## src/rtl/wb_host_master.sv

```systemverilog
// Wishbone classic single-transfer initiator: valid/ready request in, one bus cycle, valid/ready response out.
// Optional bus timeout abort is built when WBM_TIMEOUT_EN is defined.
module wb_host_master #(
  parameter int ADDR_WIDTH     = 32,
  parameter int DATA_WIDTH     = 32,
  parameter int SEL_WIDTH      = DATA_WIDTH / 8,
  parameter int TIMEOUT_CYCLES = 255
) (
  input  logic                  wb_clk_i,
  input  logic                  wb_rst_ni,
  input  logic                  req_valid_i,
  output logic                  req_ready_o,
  input  logic                  req_we_i,
  input  logic [ADDR_WIDTH-1:0] req_adr_i,
  input  logic [DATA_WIDTH-1:0] req_dat_i,
  input  logic [SEL_WIDTH-1:0]  req_sel_i,
  output logic                  rsp_valid_o,
  input  logic                  rsp_ready_i,
  output logic [DATA_WIDTH-1:0] rsp_dat_o,
  output logic                  rsp_err_o,
  output logic                  wbm_cyc_o,
  output logic                  wbm_stb_o,
  output logic                  wbm_we_o,
  output logic [ADDR_WIDTH-1:0] wbm_adr_o,
  output logic [DATA_WIDTH-1:0] wbm_dat_o,
  output logic [SEL_WIDTH-1:0]  wbm_sel_o,
  input  logic [DATA_WIDTH-1:0] wbm_dat_i,
  input  logic                  wbm_ack_i,
  input  logic                  wbm_err_i
);

  typedef enum logic [1:0] {
    ST_IDLE = 2'd0,
    ST_BUS  = 2'd1,
    ST_RESP = 2'd2
  } state_e;

  state_e                state_q, state_d;
  logic                  req_ready_q, req_ready_d;
  logic                  rsp_valid_q, rsp_valid_d;
  logic                  rsp_err_q, rsp_err_d;
  logic [DATA_WIDTH-1:0] rsp_dat_q, rsp_dat_d;
  logic                  cyc_q, cyc_d;
  logic                  we_q, we_d;
  logic [ADDR_WIDTH-1:0] adr_q, adr_d;
  logic [DATA_WIDTH-1:0] dat_q, dat_d;
  logic [SEL_WIDTH-1:0]  sel_q, sel_d;

`ifdef WBM_TIMEOUT_EN
  localparam int            CNT_W   = $clog2(TIMEOUT_CYCLES + 1);
  localparam logic [CNT_W-1:0] TMO_MAX = CNT_W'(TIMEOUT_CYCLES);
  localparam logic [CNT_W-1:0] TMO_ONE = CNT_W'(1);
  logic [CNT_W-1:0] tmo_q, tmo_d;
`endif

  // Next-state and output-register decode
  always_comb begin
    state_d     = state_q;
    req_ready_d = req_ready_q;
    rsp_valid_d = rsp_valid_q;
    rsp_err_d   = rsp_err_q;
    rsp_dat_d   = rsp_dat_q;
    cyc_d       = cyc_q;
    we_d        = we_q;
    adr_d       = adr_q;
    dat_d       = dat_q;
    sel_d       = sel_q;
`ifdef WBM_TIMEOUT_EN
    tmo_d       = tmo_q;
`endif
    case (state_q)
      ST_IDLE: begin
        if (req_valid_i) begin
          we_d        = req_we_i;
          adr_d       = req_adr_i;
          dat_d       = req_dat_i;
          sel_d       = req_sel_i;
          cyc_d       = 1'b1;
          req_ready_d = 1'b0;
          state_d     = ST_BUS;
`ifdef WBM_TIMEOUT_EN
          tmo_d       = {CNT_W{1'b0}};
`endif
        end else begin
          state_d = ST_IDLE;
        end
      end
      ST_BUS: begin
        // err wins over a simultaneous ack
        if (wbm_err_i) begin
          cyc_d       = 1'b0;
          rsp_valid_d = 1'b1;
          rsp_err_d   = 1'b1;
          rsp_dat_d   = {DATA_WIDTH{1'b0}};
          state_d     = ST_RESP;
        end else if (wbm_ack_i) begin
          cyc_d       = 1'b0;
          rsp_valid_d = 1'b1;
          rsp_err_d   = 1'b0;
          rsp_dat_d   = we_q ? {DATA_WIDTH{1'b0}} : wbm_dat_i;
          state_d     = ST_RESP;
        end else begin
`ifdef WBM_TIMEOUT_EN
          if (tmo_q == TMO_MAX) begin
            cyc_d       = 1'b0;
            rsp_valid_d = 1'b1;
            rsp_err_d   = 1'b1;
            rsp_dat_d   = {DATA_WIDTH{1'b0}};
            state_d     = ST_RESP;
          end else begin
            tmo_d = tmo_q + TMO_ONE;
          end
`else
          state_d = ST_BUS;
`endif
        end
      end
      ST_RESP: begin
        if (rsp_ready_i) begin
          rsp_valid_d = 1'b0;
          req_ready_d = 1'b1;
          state_d     = ST_IDLE;
        end else begin
          state_d = ST_RESP;
        end
      end
      default: begin
        state_d     = ST_IDLE;
        req_ready_d = 1'b1;
        rsp_valid_d = 1'b0;
        cyc_d       = 1'b0;
      end
    endcase
  end

  // State and output registers; reset drops the bus cycle immediately
  always_ff @(posedge wb_clk_i or negedge wb_rst_ni) begin
    if (!wb_rst_ni) begin
      state_q     <= ST_IDLE;
      req_ready_q <= 1'b1;
      rsp_valid_q <= 1'b0;
      rsp_err_q   <= 1'b0;
      rsp_dat_q   <= {DATA_WIDTH{1'b0}};
      cyc_q       <= 1'b0;
      we_q        <= 1'b0;
      adr_q       <= {ADDR_WIDTH{1'b0}};
      dat_q       <= {DATA_WIDTH{1'b0}};
      sel_q       <= {SEL_WIDTH{1'b0}};
`ifdef WBM_TIMEOUT_EN
      tmo_q       <= {CNT_W{1'b0}};
`endif
    end else begin
      state_q     <= state_d;
      req_ready_q <= req_ready_d;
      rsp_valid_q <= rsp_valid_d;
      rsp_err_q   <= rsp_err_d;
      rsp_dat_q   <= rsp_dat_d;
      cyc_q       <= cyc_d;
      we_q        <= we_d;
      adr_q       <= adr_d;
      dat_q       <= dat_d;
      sel_q       <= sel_d;
`ifdef WBM_TIMEOUT_EN
      tmo_q       <= tmo_d;
`endif
    end
  end

  assign req_ready_o = req_ready_q;
  assign rsp_valid_o = rsp_valid_q;
  assign rsp_err_o   = rsp_err_q;
  assign rsp_dat_o   = rsp_dat_q;
  assign wbm_cyc_o   = cyc_q;
  assign wbm_stb_o   = cyc_q;
  assign wbm_we_o    = we_q;
  assign wbm_adr_o   = adr_q;
  assign wbm_dat_o   = dat_q;
  assign wbm_sel_o   = sel_q;

endmodule

```

## config.mk

```make
export PLATFORM = sky130hd
export DESIGN_NAME = wb_host_master
export DESIGN_NICKNAME = d
export VERILOG_FILES = /design/src/rtl/wb_host_master.sv
export SDC_FILE = /design/constraint.sdc
export NUM_CORES = 1
export LEC_CHECK = 0
export BUFFER_PORTS_ARGS = -buffer_cell sky130_fd_sc_hd__buf_2
export CORE_UTILIZATION = 41
export CTS_BUF_LIST = sky130_fd_sc_hd__clkbuf_4 sky130_fd_sc_hd__clkbuf_8
export DETAILED_ROUTE_END_ITERATION = 8
export PLACE_DENSITY = 0.7
export SKIP_CTS_REPAIR_TIMING = 1
export SYNTH_ARGS = -nofsm -noshare
export SYNTH_HDL_FRONTEND = slang
export SYNTH_SLANG_ARGS = --single-unit
export TNS_END_PERCENT = 20
```

## constraint.sdc

```tcl
create_clock -name wb_clk_i -period 2 [get_ports wb_clk_i]
set_input_delay 0.1 -clock wb_clk_i [delete_from_list [all_inputs] [get_ports wb_clk_i]]
set_output_delay 0.1 -clock wb_clk_i [all_outputs]
set_load 0.01 [all_outputs]
```

==> run_results.csv <==
group,metric,value,unit
outcome,status,"complete, but fails checks",
outcome,failed_checks,"hold timing",
timing,slew_violations,0,
synth,synth_nets,415,
clock_tree,clk-insertion-delay-late,0.36,ns
route,vias_per_cell,4.58,
clock_tree,worst_setup_hold_path_clk_slew,0.09,ns
synth,syn_inst,308,
route,wl,11100,microns
critical_path,required_time_at_the_worst_slack_endpoint,2.25,ns
die,die_wd,105,microns
global_route,grt_pass1_wl,15200,microns
synth,syn_avg_cell_area,14.0,sq um
timing,finalSetupTns,0,ns
die,boundaryPins,213,
critical_path,worstRegToRegCells,4,
critical_path,startpoint_type,"register",
final_layout,layout-drive-gt1-share,0.496,
global_route,grt-ovfl-total,0,
critical_path,criticalPathCategory,"reg2reg",
power_and_ir_drop,ratio_of_total_power_to_cell_area,1410,mW/mm^2
timing,hold_viol,2,
placed_design,numPlacedInstances,647,
die,dieArea,0.0109,sq mm
route,first_iter_violations,97,
global_route,grt_start_max_net_pins,62,
clock_tree,clock_tree.buffer_depth,2,
synth,post_synth_instance_area,0.00431,sq mm
clock_tree,cts_made_buffers,9,
route,via_count,3476,
power_and_ir_drop,max-vdd-ir-drop,754,uV
synth,postSynthRegisterBits,107,
clock_tree,cts.sink_count,107,
route,firstDrtPassIters,4,
global_route,first_global_vias,3187,
critical_path,timing.critical_path.to_type,"register",
timing,least_margin_pin_slew,0.663,ns
clock_tree,cts_max_level,3,
global_route,antenna_found_initial,0,
synth,post_synth_num_cell_types,22,
placed_design,post-dp-hpwl,6870,microns
timing,finalCritPeriodShare,0.841,
hold_path,hold_class,"in2reg",
hold_path,startpoint_of_the_worst_hold_path,"wbm_dat_i[10]",
timing,timing.final.crit_period,1.68,ns
final_layout,n_diodes,0,
global_route,groute.usage.overall,0.177,
timing,skew,0.0101,ns
critical_path,critPathArrivalTime,1.93,ns
clock_tree,root_buffer,"sky130_fd_sc_hd__clkbuf_8",
timing,hold-worst-slack,-0.0128,ns
final_layout,finish.cell_count_without_fillers,759,
power_and_ir_drop,total_power,0.00944,W
critical_path,worst_r2r_startpoint,"state_q[1]",
critical_path,reg2reg_to,"wbm_dat_o[31]",
hold_path,worstHoldEndpoint,"rsp_dat_o[10]",
synth,synthesis.yosys.warnings,0,
final_layout,synthToLayoutAreaGrowth,56.0,%
final_layout,nets,725,
timing,achievable-frequency,0.595,GHz
critical_path,rrSetupSlack,0.32,ns
clock_tree,cts_tree,"built",
route,detail_route.drc_violations,0,
timing,setup_viol_count_final,0,
hold_path,cells_on_worst_hold_path,3,
die,placement_rows,37,
placed_design,place_congestion,0.764,
die,initial_core_util,0.419,
route,ant_nets,0,
timing,rsz0062_at_grt,"no",
synth,sequential_fraction_of_the_synthesis_area,0.622,
timing,worst_slew_slack_as_a_fraction_of_its_limit,0.558,
power_and_ir_drop,total_leakage_power,3.31,nW
critical_path,timing.critical_path.fanout_max,61,
die,die_height,105,microns
route,drt-wirelength-per-cell,14.6,microns
placed_design,numPortBuffers,212,
die,floorplan_core_area,0.0103,sq mm
job,cap_viol_max_count,0,
## registers in the layout, indices dropped and copies added, names as in the netlist
name         cells
wbm_cyc_o        1
wbm_we_o         1
state_q          2
req_ready_o      1
wbm_adr_o       32
rsp_valid_o      1
wbm_sel_o        4
rsp_dat_o       32
wbm_dat_o       32
rsp_err_o        1
## cells by family after synthesis
logic type | synth area share
AO/OA/AOI/OAI | 0.00988
buffers and inverters | 0.0572
flip-flops | 0.622
multiplexers | 0.266
AND/OR/NAND/NOR | 0.0453
## layer usage
metal / up-vias / GRT usage / routed length (microns)
li1: 1627 / - / -
met1: 1679 / 0.209 / 4530
met2: 148 / 0.299 / 5620
met3: 22 / 0.0520 / 699
met4: 0 / 0.0765 / 259
met5: - / 0 / 0
## worst max-delay path: stages, from the launching register on
cell	delay, ns
sky130_fd_sc_hd__dfrtp_1	0.45
sky130_fd_sc_hd__nor2b_2	0.19
sky130_fd_sc_hd__nor2b_4	0.20
sky130_fd_sc_hd__buf_12	0.31
sky130_fd_sc_hd__mux2_2	0.39
## per-stage QoR
| step | setup WS [ns] | utilization | cell area (sq um) |
|---|---|---|---|
| detailed placement | 0.333 | 0.536 | 5510 |
| global placement | 0.420 | 0.536 | 5510 |
| CTS | 0.309 | 0.560 | 5760 |
| finish | 0.319 | 0.654 | 6720 |
| global route | 0.226 | 0.654 | 6720 |
| floorplan | 0.498 | - | 4310 |
## worst max-delay path by stage
stage	startpoint	to	cells past startpoint
floorplan	state_q[1]	wbm_adr_o[21]	6
global placement	state_q[1]	wbm_adr_o[8]	4
detailed placement	state_q[1]	wbm_dat_o[21]	4
CTS	state_q[1]	wbm_dat_o[21]	4
global route	state_q[1]	wbm_sel_o[2]	4
finish	state_q[1]	wbm_dat_o[31]	4
## cell usage after synthesis, drive strengths merged
cell    count  area share
dfstp       1      0.0061
dfrtp     106        0.62
inv        32       0.028
nand3b      1      0.0017
and2b       2      0.0035
nand2      33       0.029
nor2b       2      0.0052
o21a        1      0.0017
a21o        1      0.0017
nor2        7      0.0061
a22o        1      0.0020
o22a        1      0.0020
buf        13       0.027
mux2       69        0.19
clkbuf      3      0.0026
o21ai       2      0.0023
mux2i      33       0.077
## power breakdown
part	switching, W	internal (W)	leakage (nW)	total, W
clock network	0.000689	0.000895	0.124	0.00158
logic	0.00191	0.00208	1.89	0.00399
registers	0.000612	0.00326	1.31	0.00387
## cells in the final DEF (no fill, tap or decap), types with 6 or more instances in the layout
cell and instances:
sky130_fd_sc_hd__dlygate4sd3_1 96, sky130_fd_sc_hd__mux2_2 59, sky130_fd_sc_hd__buf_2 211, sky130_fd_sc_hd__mux2_4 10, sky130_fd_sc_hd__clkbuf_8 10, sky130_fd_sc_hd__dfrtp_1 106, sky130_fd_sc_hd__nand2_1 33, sky130_fd_sc_hd__nor2_1 6
sky130_fd_sc_hd__inv_1 32, sky130_fd_sc_hd__mux2i_1 33
## cell type report
| cell class | instances | area [sq um] |
|---|---|---|
| fill | 799 | 3560 |
| timing repair buffer | 315 | 2110 |
| tap | 136 | 170 |
| clock inverter | 4 | 97.6 |
| sequential | 107 | 2680 |
| multi-input combinational | 153 | 1390 |
| inverter | 32 | 120 |
| clock buffer | 12 | 153 |
(Power assumes the default switching activity.)
